$ cat config.mk
export PLATFORM = sky130hd
export DESIGN_NAME = alu_exec_ctrl
export DESIGN_NICKNAME = d
export VERILOG_FILES = /design/src/rtl/alu_exec_ctrl.sv
export SDC_FILE = /design/constraint.sdc
export NUM_CORES = 1
export LEC_CHECK = 0
export CAP_MARGIN = 25
export CORE_ASPECT_RATIO = 2
export CORE_UTILIZATION = 45
export CTS_CLUSTER_SIZE = 12
export DETAILED_ROUTE_END_ITERATION = 10
export DONT_BUFFER_PORTS = 1
export GPL_TIMING_DRIVEN = 0
export PLACE_DENSITY = 0.62
export SYNTH_ARGS = -nofsm -noshare
export SYNTH_HDL_FRONTEND = slang
export SYNTH_SLANG_ARGS = --single-unit
$ cat constraint.sdc
create_clock -name clk -period 2.7 [get_ports clk]
set_clock_uncertainty 0.2 [all_clocks]
set_input_delay 0.54 -clock clk [delete_from_list [all_inputs] [get_ports clk]]
set_output_delay 0.54 -clock clk [all_outputs]
set_load 0.1 [all_outputs]
$ cat src/rtl/alu_exec_ctrl.sv
// rtl/alu_exec_ctrl.sv - multi-cycle sequencer for the register-file + ALU execute datapath
module alu_exec_ctrl #(
    parameter int XLEN  = 32,
    parameter int CNT_W = 16
) (
    input  logic             clk,
    input  logic             reset,
    input  logic             instr_valid,
    input  logic [31:0]      instr,
    output logic             instr_ready,
    output logic [4:0]       rs1,
    output logic [4:0]       rs2,
    output logic [4:0]       rd,
    output logic [11:0]      imm_in,
    output logic [6:0]       opcode,
    output logic [3:0]       Opsel,
    output logic             reg_write,
    input  logic [XLEN-1:0]  alu_out,
    input  logic             alu_zero,
    output logic             done,
    output logic [XLEN-1:0]  result,
    output logic             zero,
    output logic             illegal,
    output logic [CNT_W-1:0] retired
);

    localparam logic [6:0] OP_R = 7'b0110011;
    localparam logic [6:0] OP_I = 7'b0010011;
    localparam logic [6:0] F7_Z = 7'b0000000;
    localparam logic [6:0] F7_A = 7'b0100000;

    localparam logic [3:0] ALU_ADD  = 4'b0000;
    localparam logic [3:0] ALU_SUB  = 4'b0001;
    localparam logic [3:0] ALU_SLL  = 4'b0010;
    localparam logic [3:0] ALU_SLT  = 4'b0011;
    localparam logic [3:0] ALU_SLTU = 4'b0100;
    localparam logic [3:0] ALU_XOR  = 4'b0101;
    localparam logic [3:0] ALU_SRL  = 4'b0110;
    localparam logic [3:0] ALU_SRA  = 4'b0111;
    localparam logic [3:0] ALU_OR   = 4'b1000;
    localparam logic [3:0] ALU_AND  = 4'b1001;

    typedef enum logic [2:0] {
        IDLE = 3'd0,
        DEC  = 3'd1,
        EXE  = 3'd2,
        WB   = 3'd3,
        RSP  = 3'd4
    } state_t;

    state_t          state_q;
    state_t          state_d;
    logic [31:0]     instr_q;
    logic [XLEN-1:0] result_q;
    logic            zero_q;
    logic            illegal_q;
    logic [CNT_W-1:0] retired_q;

    logic [2:0] funct3;
    logic [6:0] funct7;
    logic [3:0] opsel_dec;
    logic       legal;

    assign funct3 = instr_q[14:12];
    assign funct7 = instr_q[31:25];

    // Fields come straight from the latched word, so they hold until the next accept.
    assign rs1    = instr_q[19:15];
    assign rs2    = instr_q[24:20];
    assign rd     = instr_q[11:7];
    assign imm_in = instr_q[31:20];
    assign opcode = instr_q[6:0];
    assign Opsel  = opsel_dec;

    always_comb begin
        opsel_dec = ALU_ADD;
        legal     = 1'b0;
        if (opcode == OP_R) begin
            unique case (funct3)
                3'b000: begin
                    if (funct7 == F7_Z) begin
                        opsel_dec = ALU_ADD;
                        legal     = 1'b1;
                    end else if (funct7 == F7_A) begin
                        opsel_dec = ALU_SUB;
                        legal     = 1'b1;
                    end
                end
                3'b001: begin opsel_dec = ALU_SLL;  legal = (funct7 == F7_Z); end
                3'b010: begin opsel_dec = ALU_SLT;  legal = (funct7 == F7_Z); end
                3'b011: begin opsel_dec = ALU_SLTU; legal = (funct7 == F7_Z); end
                3'b100: begin opsel_dec = ALU_XOR;  legal = (funct7 == F7_Z); end
                3'b101: begin
                    if (funct7 == F7_Z) begin
                        opsel_dec = ALU_SRL;
                        legal     = 1'b1;
                    end else if (funct7 == F7_A) begin
                        opsel_dec = ALU_SRA;
                        legal     = 1'b1;
                    end
                end
                3'b110: begin opsel_dec = ALU_OR;   legal = (funct7 == F7_Z); end
                3'b111: begin opsel_dec = ALU_AND;  legal = (funct7 == F7_Z); end
                default: legal = 1'b0;
            endcase
        end else if (opcode == OP_I) begin
            // Only the shift immediates constrain the upper immediate bits.
            unique case (funct3)
                3'b000: begin opsel_dec = ALU_ADD;  legal = 1'b1; end
                3'b001: begin opsel_dec = ALU_SLL;  legal = (funct7 == F7_Z); end
                3'b010: begin opsel_dec = ALU_SLT;  legal = 1'b1; end
                3'b011: begin opsel_dec = ALU_SLTU; legal = 1'b1; end
                3'b100: begin opsel_dec = ALU_XOR;  legal = 1'b1; end
                3'b101: begin
                    if (funct7 == F7_Z) begin
                        opsel_dec = ALU_SRL;
                        legal     = 1'b1;
                    end else if (funct7 == F7_A) begin
                        opsel_dec = ALU_SRA;
                        legal     = 1'b1;
                    end
                end
                3'b110: begin opsel_dec = ALU_OR;   legal = 1'b1; end
                3'b111: begin opsel_dec = ALU_AND;  legal = 1'b1; end
                default: legal = 1'b0;
            endcase
        end
    end

    always_comb begin
        state_d = state_q;
        unique case (state_q)
            IDLE:    if (instr_valid) state_d = DEC;
            DEC:     state_d = legal ? EXE : IDLE;
            EXE:     state_d = WB;
            WB:      state_d = RSP;
            RSP:     state_d = IDLE;
            default: state_d = IDLE;
        endcase
    end

    always_ff @(posedge clk) begin
        if (reset) begin
            state_q   <= IDLE;
            instr_q   <= '0;
            result_q  <= '0;
            zero_q    <= 1'b0;
            illegal_q <= 1'b0;
            retired_q <= '0;
        end else begin
            state_q   <= state_d;
            illegal_q <= (state_q == DEC) && !legal;
            if (state_q == IDLE && instr_valid) begin
                instr_q <= instr;
            end
            // Result, flag and count all become visible together with done.
            if (state_q == WB) begin
                result_q  <= alu_out;
                zero_q    <= alu_zero;
                retired_q <= retired_q + CNT_W'(1);
            end
        end
    end

    assign instr_ready = (state_q == IDLE);
    assign reg_write   = (state_q == WB) && (rd != 5'd0);
    assign done        = (state_q == RSP);
    assign result      = result_q;
    assign zero        = zero_q;
    assign illegal     = illegal_q;
    assign retired     = retired_q;

endmodule
==> qor.yml, run 1 <==
run_status:
  status: "finished, violations left"
  violations: "negative setup slack"
synthesis:
  synth_compound_area_share_pct: 13.4
  synth_mux_area_share_pct: 0
  syn_nets: 520
  ys.warnings.count: 0
  yosysUniqueCellTypes: 42
  synth_seq_cells: 85
  yosysSeqAreaShare_pct: 47.9
  ys.flop_type: "dfxtp_1"
  synthSimpleGateAreaFrac_pct: 25.3
  avgSynthCellArea_um2: 7.87
  synth_cells: 451
  synth_area_leaders: "dfxtp_1 (48%), nand2_1 (15%), a21oi_1 (11%)"
  syn_area_mm2: 0.00355
  synth-adder-area-share_pct: 0.352
  synthXorXnorAreaFrac_pct: 2.47
  synth_area_leader_cell: "dfxtp_1"
  synth_top_family_by_area: "simple AND/OR/NAND/NOR gates"
  synth_edf_count: 0
  synth_top_cell_area_share_pct: 47.9
  ys_async_sr_fraction_pct: 0
place:
  place_area_mm2: 0.00388
  dp_cells: 554
  routabilityCongestion: 0.763
  port_buffers: 0
  dp_hpwl_mm: 6.45
final_layout:
  layout-drive-gt1-share_pct: 20.7
  nets: 547
  stdcell_area_mm2: 0.00429
  layoutNonFillerInstCount: 577
  diodes: 0
  synthToLayoutAreaGrowth_pct: 20.8
clocking:
  cts_sinks: 85
  cts_tree: "yes"
  cts-root-buf: "clkbuf_16"
  cts_htree_levels: 3
  path_clk_slew_ns: 0.07
  cts_buffers: 9
  cts_hold_buf: 0
  clock_latency_ns: 0.34
  ctsLongestPathBuffers: 2
floorplanning:
  placementRows: 45
  die_x_um: 64.8
  die_area_mm2: 0.00827
  fp.dieH_um: 128
  core_mm2: 0.00760
  boundaryPins: 159
  initial_core_util_pct: 46.7
sta:
  rsz0062_at_grt: "true"
  finalHoldViolCount: 0
  timing.final.crit_share_pct: 107
  fin_ws_ns: -0.195
  fin_hold_ws_ns: 0.124
  setup_viol: 3
  post-route-min-period_ns: 2.90
  worstMarginPinSlew_ns: 1.09
  maxSlewHeadroom_pct: 27.0
  maxSlewViolCount: 0
  fmax_mhz: 345
route:
  ant_nets: 0
  wl_per_cell_um: 15.3
  drtIter0Drc: 159
  routed-via-count: 3032
  dr.pass1.iters: 4
  viasPerCell: 5.25
  wirelength_mm: 8.83
  drc: 0
flow_run:
  max-cap-violations: 0
min_path:
  min-delay-path-class: "input pin to flip-flop"
critical_path:
  required_ns: 1.96
  cpPeakStageDelay_ns: 0.58
  end_kind: "primary output"
  critPathKind: "flip-flop to primary output"
  slowest_stage: "a21oi_4"
  r2r_setup_slack_ns: 0.20
  cp_num_buf_inv: 1
  path_cells: "nor4_4 > buf_4 > nand4_1 > a211o_1 > a21oi_4"
  critPathMaxFanout: 3
  cp-start-kind: "flip-flop"
  path_delay_family: "compound AO/OA/AOI/OAI gates"
  critPathArrivalTime_ns: 2.16
global_routing:
  track_usage_pct: 21.3
  grt_pass1_vias: 2904
  grt_pass1_wl_mm: 13.3
  grt_max_degree: 16
  antenna_found_initial: 0
  grt_overflow: 0
power_and_ir_drop:
  leakage_nw: 1.55
  power_mw: 2.98
  pwr_density_cell_mw_per_mm2: 694
  ir_drop_mv: 0.362
metal layers:
layer  vias up  wire, um  track usage [%]  share of wire, %
met3        14       663             6.52               7.5
met4         0       219             12.7               2.5
met2       125      4780             38.2                54
met5         -         0                0                 0
li1       1516         -                -                 -
met1      1377      3170             20.5                36
flip-flops by register name, summed over array words and instances (netlist names):
| signal | count |
|---|---|
| instr_q | 32 |
| zero | 1 |
| illegal | 1 |
| retired | 16 |
| result | 32 |
| state_q | 3 |
cells in the final DEF, fill, tap and decap left out, types with 6 or more instances in the layout:
| cell | synthesis | final |
|---|---|---|
| dfxtp_1 | 85 | 75 |
| nor2_1 | 18 | 16 |
| dfxtp_2 | 0 | 10 |
| clkbuf_1 | 22 | 22 |
| nand2_1 | 141 | 141 |
| buf_2 | 5 | 6 |
| a21oi_1 | 77 | 73 |
| buf_4 | 34 | 41 |
| clkbuf_16 | 0 | 9 |
cells by family (layout without fill, tap and decap cells):
logic type / count (synthesis) / count (layout)
flip-flops: 85 / 85
AND/OR/NAND/NOR: 202 / 202
buffers and inverters: 64 / 96
AO/OA/AOI/OAI: 89 / 89
adder cells (fa/ha/maj): 1 / 1
XOR/XNOR: 10 / 10
path summary, 6_finish.rpt:
check | cells past startpoint | from | to
setup / recovery | 5 | instr_q[27] | Opsel[0]
hold / removal | 2 | alu_out[5] | result[5]
setup reg to reg | 4 | retired[11] | retired[14]
hold reg to reg | 2 | instr_q[17] | instr_q[17]
repair_timing:
action / CTS / global route
setup buffers: 4 / 3
setup endpoints to repair: 7 / 7
gates resized for setup: 12 / 5
pin swaps: 5 / 1
cloned: 0 / 0
power by group:
part	internal, mW	leakage (nW)	switching [mW]
clock network	0.748	0.145	0.512
registers	1.28	0.695	0.0271
logic	0.0876	0.711	0.317
synth_stat cells, types with 2 or more instances:
cell	number
or4b_2	2
xor2_1	5
a21oi_1	77
nor2_1	18
clkbuf_1	22
o31ai_1	3
or3_1	2
nand3b_1	2
nor3_1	4
nor3b_1	2
inv_1	2
or4_1	2
nand4_1	5
nand2_1	141
buf_2	5
dfxtp_1	85
buf_4	34
xnor2_1	5
o21ai_0	4
nand3_1	6
nor4_1	4
per-stage QoR:
stage	util (%)	setup slack (ns)	TNS (ns)
finish	56.4	-0.195	-0.354
global route	56.4	-0.264	-0.594
CTS	56.0	-0.190	-0.379
detailed placement	51.0	-0.0767	-0.414
global placement	48.9	-0.419	-12.75
floorplan	-	-0.000631	-0.0189
layout make-up:
cell class | count | area [um^2]
buffer | 62 | 367
clock buffer | 10 | 239
clock inverter | 6 | 71.3
fill | 748 | 3310
inverter | 2 | 7.51
multi-input combinational | 302 | 1570
sequential | 85 | 1710
tap | 94 | 118
timing repair buffer | 16 | 201
Power figures use the tool's default switching activity.
==> run 2: changes to the inputs <==
- CTS_CLUSTER_SIZE: 12 -> 30
- RECOVER_POWER: unset -> 25
==> qor.yml, run 2 (synthesis results as in run 1) <==
route:
  routed-via-count: 3017
  dr.pass1.iters: 5
  wirelength_mm: 8.86
  drtIter0Drc: 127
  wl_per_cell_um: 15.4
  ant_nets: 0
  drc: 0
  viasPerCell: 5.23
final_layout:
  final_cell_mix: "nand2_1 (141), dfxtp_1 (75), a21oi_1 (73), clkbuf_1 (48), buf_4 (17)"
  layoutNonFillerInstCount: 577
  layout-drive-gt1-share_pct: 15.1
  final_common_cell: "nand2_1"
  nets: 547
  synthToLayoutAreaGrowth_pct: 17.1
  diodes: 0
  fin_util_pct: 54.7
critical_path:
  end_kind: "primary output"
  critPathMaxFanout: 3
  critPathArrivalTime_ns: 2.16
  slowest_stage: "a21oi_4"
  required_ns: 1.96
  critPathKind: "flip-flop to primary output"
  path_cells: "nor4_4 > buf_4 > nand4_1 > a211o_1 > a21oi_4"
  cpPeakStageDelay_ns: 0.58
  worst_r2r_path_depth: 5
  cp-start-kind: "flip-flop"
sta:
  fmax_mhz: 345
  fin_ws_ns: -0.196
  finalHoldViolCount: 0
  fin_tns_setup_ns: -0.359
  rsz0062_at_grt: "true"
  maxSlewViolCount: 0
  timing.final.crit_share_pct: 107
  maxSlewHeadroom_pct: 21.0
  worstMarginPinSlew_ns: 1.19
  setup_viol: 3
  post-route-min-period_ns: 2.90
floorplanning:
  core_mm2: 0.00760
  boundaryPins: 159
  die_area_mm2: 0.00827
  die_x_um: 64.8
  initial_core_util_pct: 46.7
  placementRows: 45
  fp.dieH_um: 128
power_and_ir_drop:
  leakage_nw: 1.45
  pwr_density_cell_mw_per_mm2: 712
  ir_drop_mv: 0.361
run_status:
  status: "finished, violations left"
  violations: "negative setup slack"
global_routing:
  grt_overflow: 0
  track_usage_pct: 21.3
  grt_pass1_vias: 2904
  grt_max_degree: 16
  antenna_found_initial: 0
  grt_pass1_wl_mm: 13.3
place:
  dp_hpwl_mm: 6.45
  routabilityCongestion: 0.763
  port_buffers: 0
  pre_cts_ws_ns: -0.0767
  dp_cells: 554
clocking:
  cts-root-buf: "clkbuf_16"
  clock_latency_ns: 0.34
  cts_hold_buf: 0
  path_clk_slew_ns: 0.06
  ctsLongestPathBuffers: 2
  cts_htree_levels: 3
  cts_tree: "yes"
  cts_sinks: 85
  cts_buffers: 9
min_path:
  min-delay-path-class: "input pin to flip-flop"
  hold_depth: 2
flow_run:
  max-cap-violations: 0
## run 2: worst paths after layout
check,start,end,slack [ns]
hold / removal,alu_out[5],result[5],0.12
hold reg to reg,instr_q[19],instr_q[19],0.26
setup reg to reg,retired[1],retired[15],0.07
setup / recovery,instr_q[27],Opsel[0],-0.20
## run 2: worst max-delay path, delay by kind of cell, from the launching register on
kind	cells	cell delay, ns
buffers and inverters	1	0.17
and+or+nand+nor	2	0.42
DFF	1	0.34
AOI/OAI and AO/OA	2	0.89
## run 2: power breakdown
part | switching, mW | internal (mW) | total (mW)
registers | 0.0266 | 1.28 | 1.31
logic | 0.317 | 0.0698 | 0.387
clock network | 0.516 | 0.748 | 1.26
## run 2: area by class of cell
| type | count | area (um^2) |
|---|---|---|
| clock inverter | 6 | 71.3 |
| fill | 769 | 3440 |
| timing repair buffer | 16 | 163 |
| clock buffer | 10 | 239 |
| sequential | 85 | 1710 |
| tap | 94 | 118 |
| multi-input combinational | 302 | 1570 |
| inverter | 2 | 7.51 |
| buffer | 62 | 275 |
## run 2: layer usage
metal | track usage [%] | vias up | share of wire [%]
li1 | - | 1514 | -
met1 | 20.5 | 1372 | 36
met2 | 38.2 | 117 | 53
met3 | 6.52 | 14 | 8.1
met4 | 12.7 | 0 | 2.4
met5 | 0 | - | 0
## run 2: metrics by stage
step	total power [mW]	instance area (um^2)	hold WS [ns]
CTS	3.00	4260	0.116
finish	2.96	4160	0.123
global route	3.06	4160	0.120
global placement	1.72	3710	0.243
floorplan	1.69	3600	0.237
detailed placement	1.73	3880	0.255
## run 2: repair_timing
action	in CTS	in global routing
pin swaps	5	1
setup endpoints to repair	7	7
buffers inserted	4	3
resized for setup	12	5
==> run 3: changes to the inputs <==
- PLACE_DENSITY: 0.62 -> unset
==> qor.yml, run 3 (synthesis results as in run 1) <==
power_and_ir_drop:
  switching_share_pct: 28.3
  power_switching_uw: 830
  power_mw: 2.93
  power.share.sequential_pct: 44.7
  pwr_density_cell_mw_per_mm2: 702
  comb_power_share_pct: 13.5
  ir_drop_mv: 0.405
  p_int_mw: 2.10
  leakage_nw: 1.46
  clockPowerShare_pct: 41.8
route:
  dr.pass1.iters: 4
  drtIter0Drc: 111
  wirelength_mm: 9.02
  wl_per_cell_um: 15.7
  ant_nets: 0
  routed-via-count: 3016
  drc: 0
  viasPerCell: 5.25
run_status:
  status: "finished, violations left"
  violations: "negative setup slack"
final_layout:
  fill_cells: 758
  diodes: 0
  synthToLayoutAreaGrowth_pct: 17.7
  final_cell_mix: "nand2_1 (141), dfxtp_1 (76), a21oi_1 (74), clkbuf_1 (45), buf_4 (21)"
  final_common_cell: "nand2_1"
  nets: 545
  layout-drive-gt1-share_pct: 15.4
floorplanning:
  die_x_um: 64.8
  die_area_mm2: 0.00827
  boundaryPins: 159
  core_mm2: 0.00760
  fp.dieH_um: 128
  placementRows: 45
  initial_core_util_pct: 46.7
critical_path:
  worst_r2r_path_depth: 4
  critPathMaxFanout: 3
  critPathKind: "flip-flop to primary output"
  end_kind: "primary output"
  worstReg2RegStart: "retired[11]"
  r2r_setup_slack_ns: 0.22
  reg2reg_to: "retired[15]"
  critPathCapture: "Opsel[0]"
  cp-start-kind: "flip-flop"
  required_ns: 1.96
  setup.worst_path.start: "instr_q[27]"
  critPathArrivalTime_ns: 2.16
global_routing:
  grt_pass1_wl_mm: 13.9
  antenna_found_initial: 0
  grt_pass1_vias: 2944
  grt_overflow: 0
  grt_max_degree: 14
  track_usage_pct: 22.2
sta:
  worstMarginPinSlew_ns: 1.21
  rsz0062_at_grt: "true"
  timing.final.crit_share_pct: 107
  fin_ws_ns: -0.198
  setup_viol: 3
  post-route-min-period_ns: 2.90
  maxSlewHeadroom_pct: 19.6
  finalHoldViolCount: 0
  maxSlewViolCount: 0
  fmax_mhz: 345
  fin_hold_ws_ns: 0.132
clocking:
  path_clk_slew_ns: 0.06
  clock_latency_ns: 0.33
  cts_htree_levels: 3
  ctsLongestPathBuffers: 2
  cts_sinks: 85
  cts-root-buf: "clkbuf_16"
  cts_tree: "yes"
  cts_buffers: 9
min_path:
  hold_depth: 2
  min-delay-path-class: "input pin to flip-flop"
flow_run:
  max-cap-violations: 0
place:
  dp_hpwl_mm: 6.54
  port_buffers: 0
  routabilityCongestion: 0.755
## run 3: changes by cell type in the layout (fill, tap and decap cells not counted), sizes merged
cell / delta
dlymetal6s4s: -1
clkbuf: -3
buf: +4
inv: -1
clkinvlp: -1
## run 3: area by class of cell
type                    count  area (um^2)  area share [%]
plain buffers              62          294            7.04
clock buffers              12          246            5.90
clock inverters             4         47.5            1.14
inverters                   2         7.51           0.180
multi-input cells         302         1560            37.4
flip-flops and latches     85         1710            41.0
well taps                  94          118            2.82
repair buffers             14          189            4.52
## run 3: worst max-delay path, stage by stage (launching register included)
cell and delay (ns):
dfxtp_2 0.34, nor4_4 0.30, buf_4 0.17, nand4_1 0.11, a211o_1 0.32, a21oi_4 0.58
## run 3: how the worst min path moves through the flow
stage,from,endpoint,slack [ns]
after detailed placement,instr_q[19],instr_q[19],0.25
final,alu_out[30],result[30],0.13
after CTS,alu_out[1],result[1],0.12
after global placement,instr_q[15],instr_q[15],0.24
after global routing,alu_out[26],result[26],0.12
after floorplan,instr_q[15],instr_q[15],0.24
## run 3: power by group through the flow
stage                     clock network [mW]  logic, mW  registers (mW)
after global routing                    1.30      0.414            1.31
after detailed placement                   0      0.394            1.34
after global placement                     0      0.386            1.34
after floorplan                            0      0.355            1.33
final                                   1.22      0.395            1.31
after CTS                               1.25      0.407            1.31
## run 3: repair_timing
item,CTS,global route
gates cloned,0,0
hold endpoints to repair,0,0
endpoints found under the setup margin,6,5
setup buffers,5,1
hold buffers,0,0
pin swaps,4,0
resized for setup,11,3
## run 3: stage by stage
step	worst slack [ns]	cell area, um^2	std cells	util, %	setup TNS [ns]
CTS	-0.190	4210	572	55.3	-0.331
floorplan	-0.000631	3600	451	-	-0.0189
finish	-0.198	4180	575	54.9	-0.400
detailed placement	-0.116	3840	551	50.5	-0.252
global placement	-0.375	3710	545	48.9	-11.60
global route	-0.262	4180	575	54.9	-0.712
## run 3: layer usage
metal | track usage, % | share of wire [%]
met5 | 0 | 0
met4 | 9.93 | 2.3
met3 | 6.52 | 6.6
met2 | 39.8 | 54
met1 | 23.1 | 37
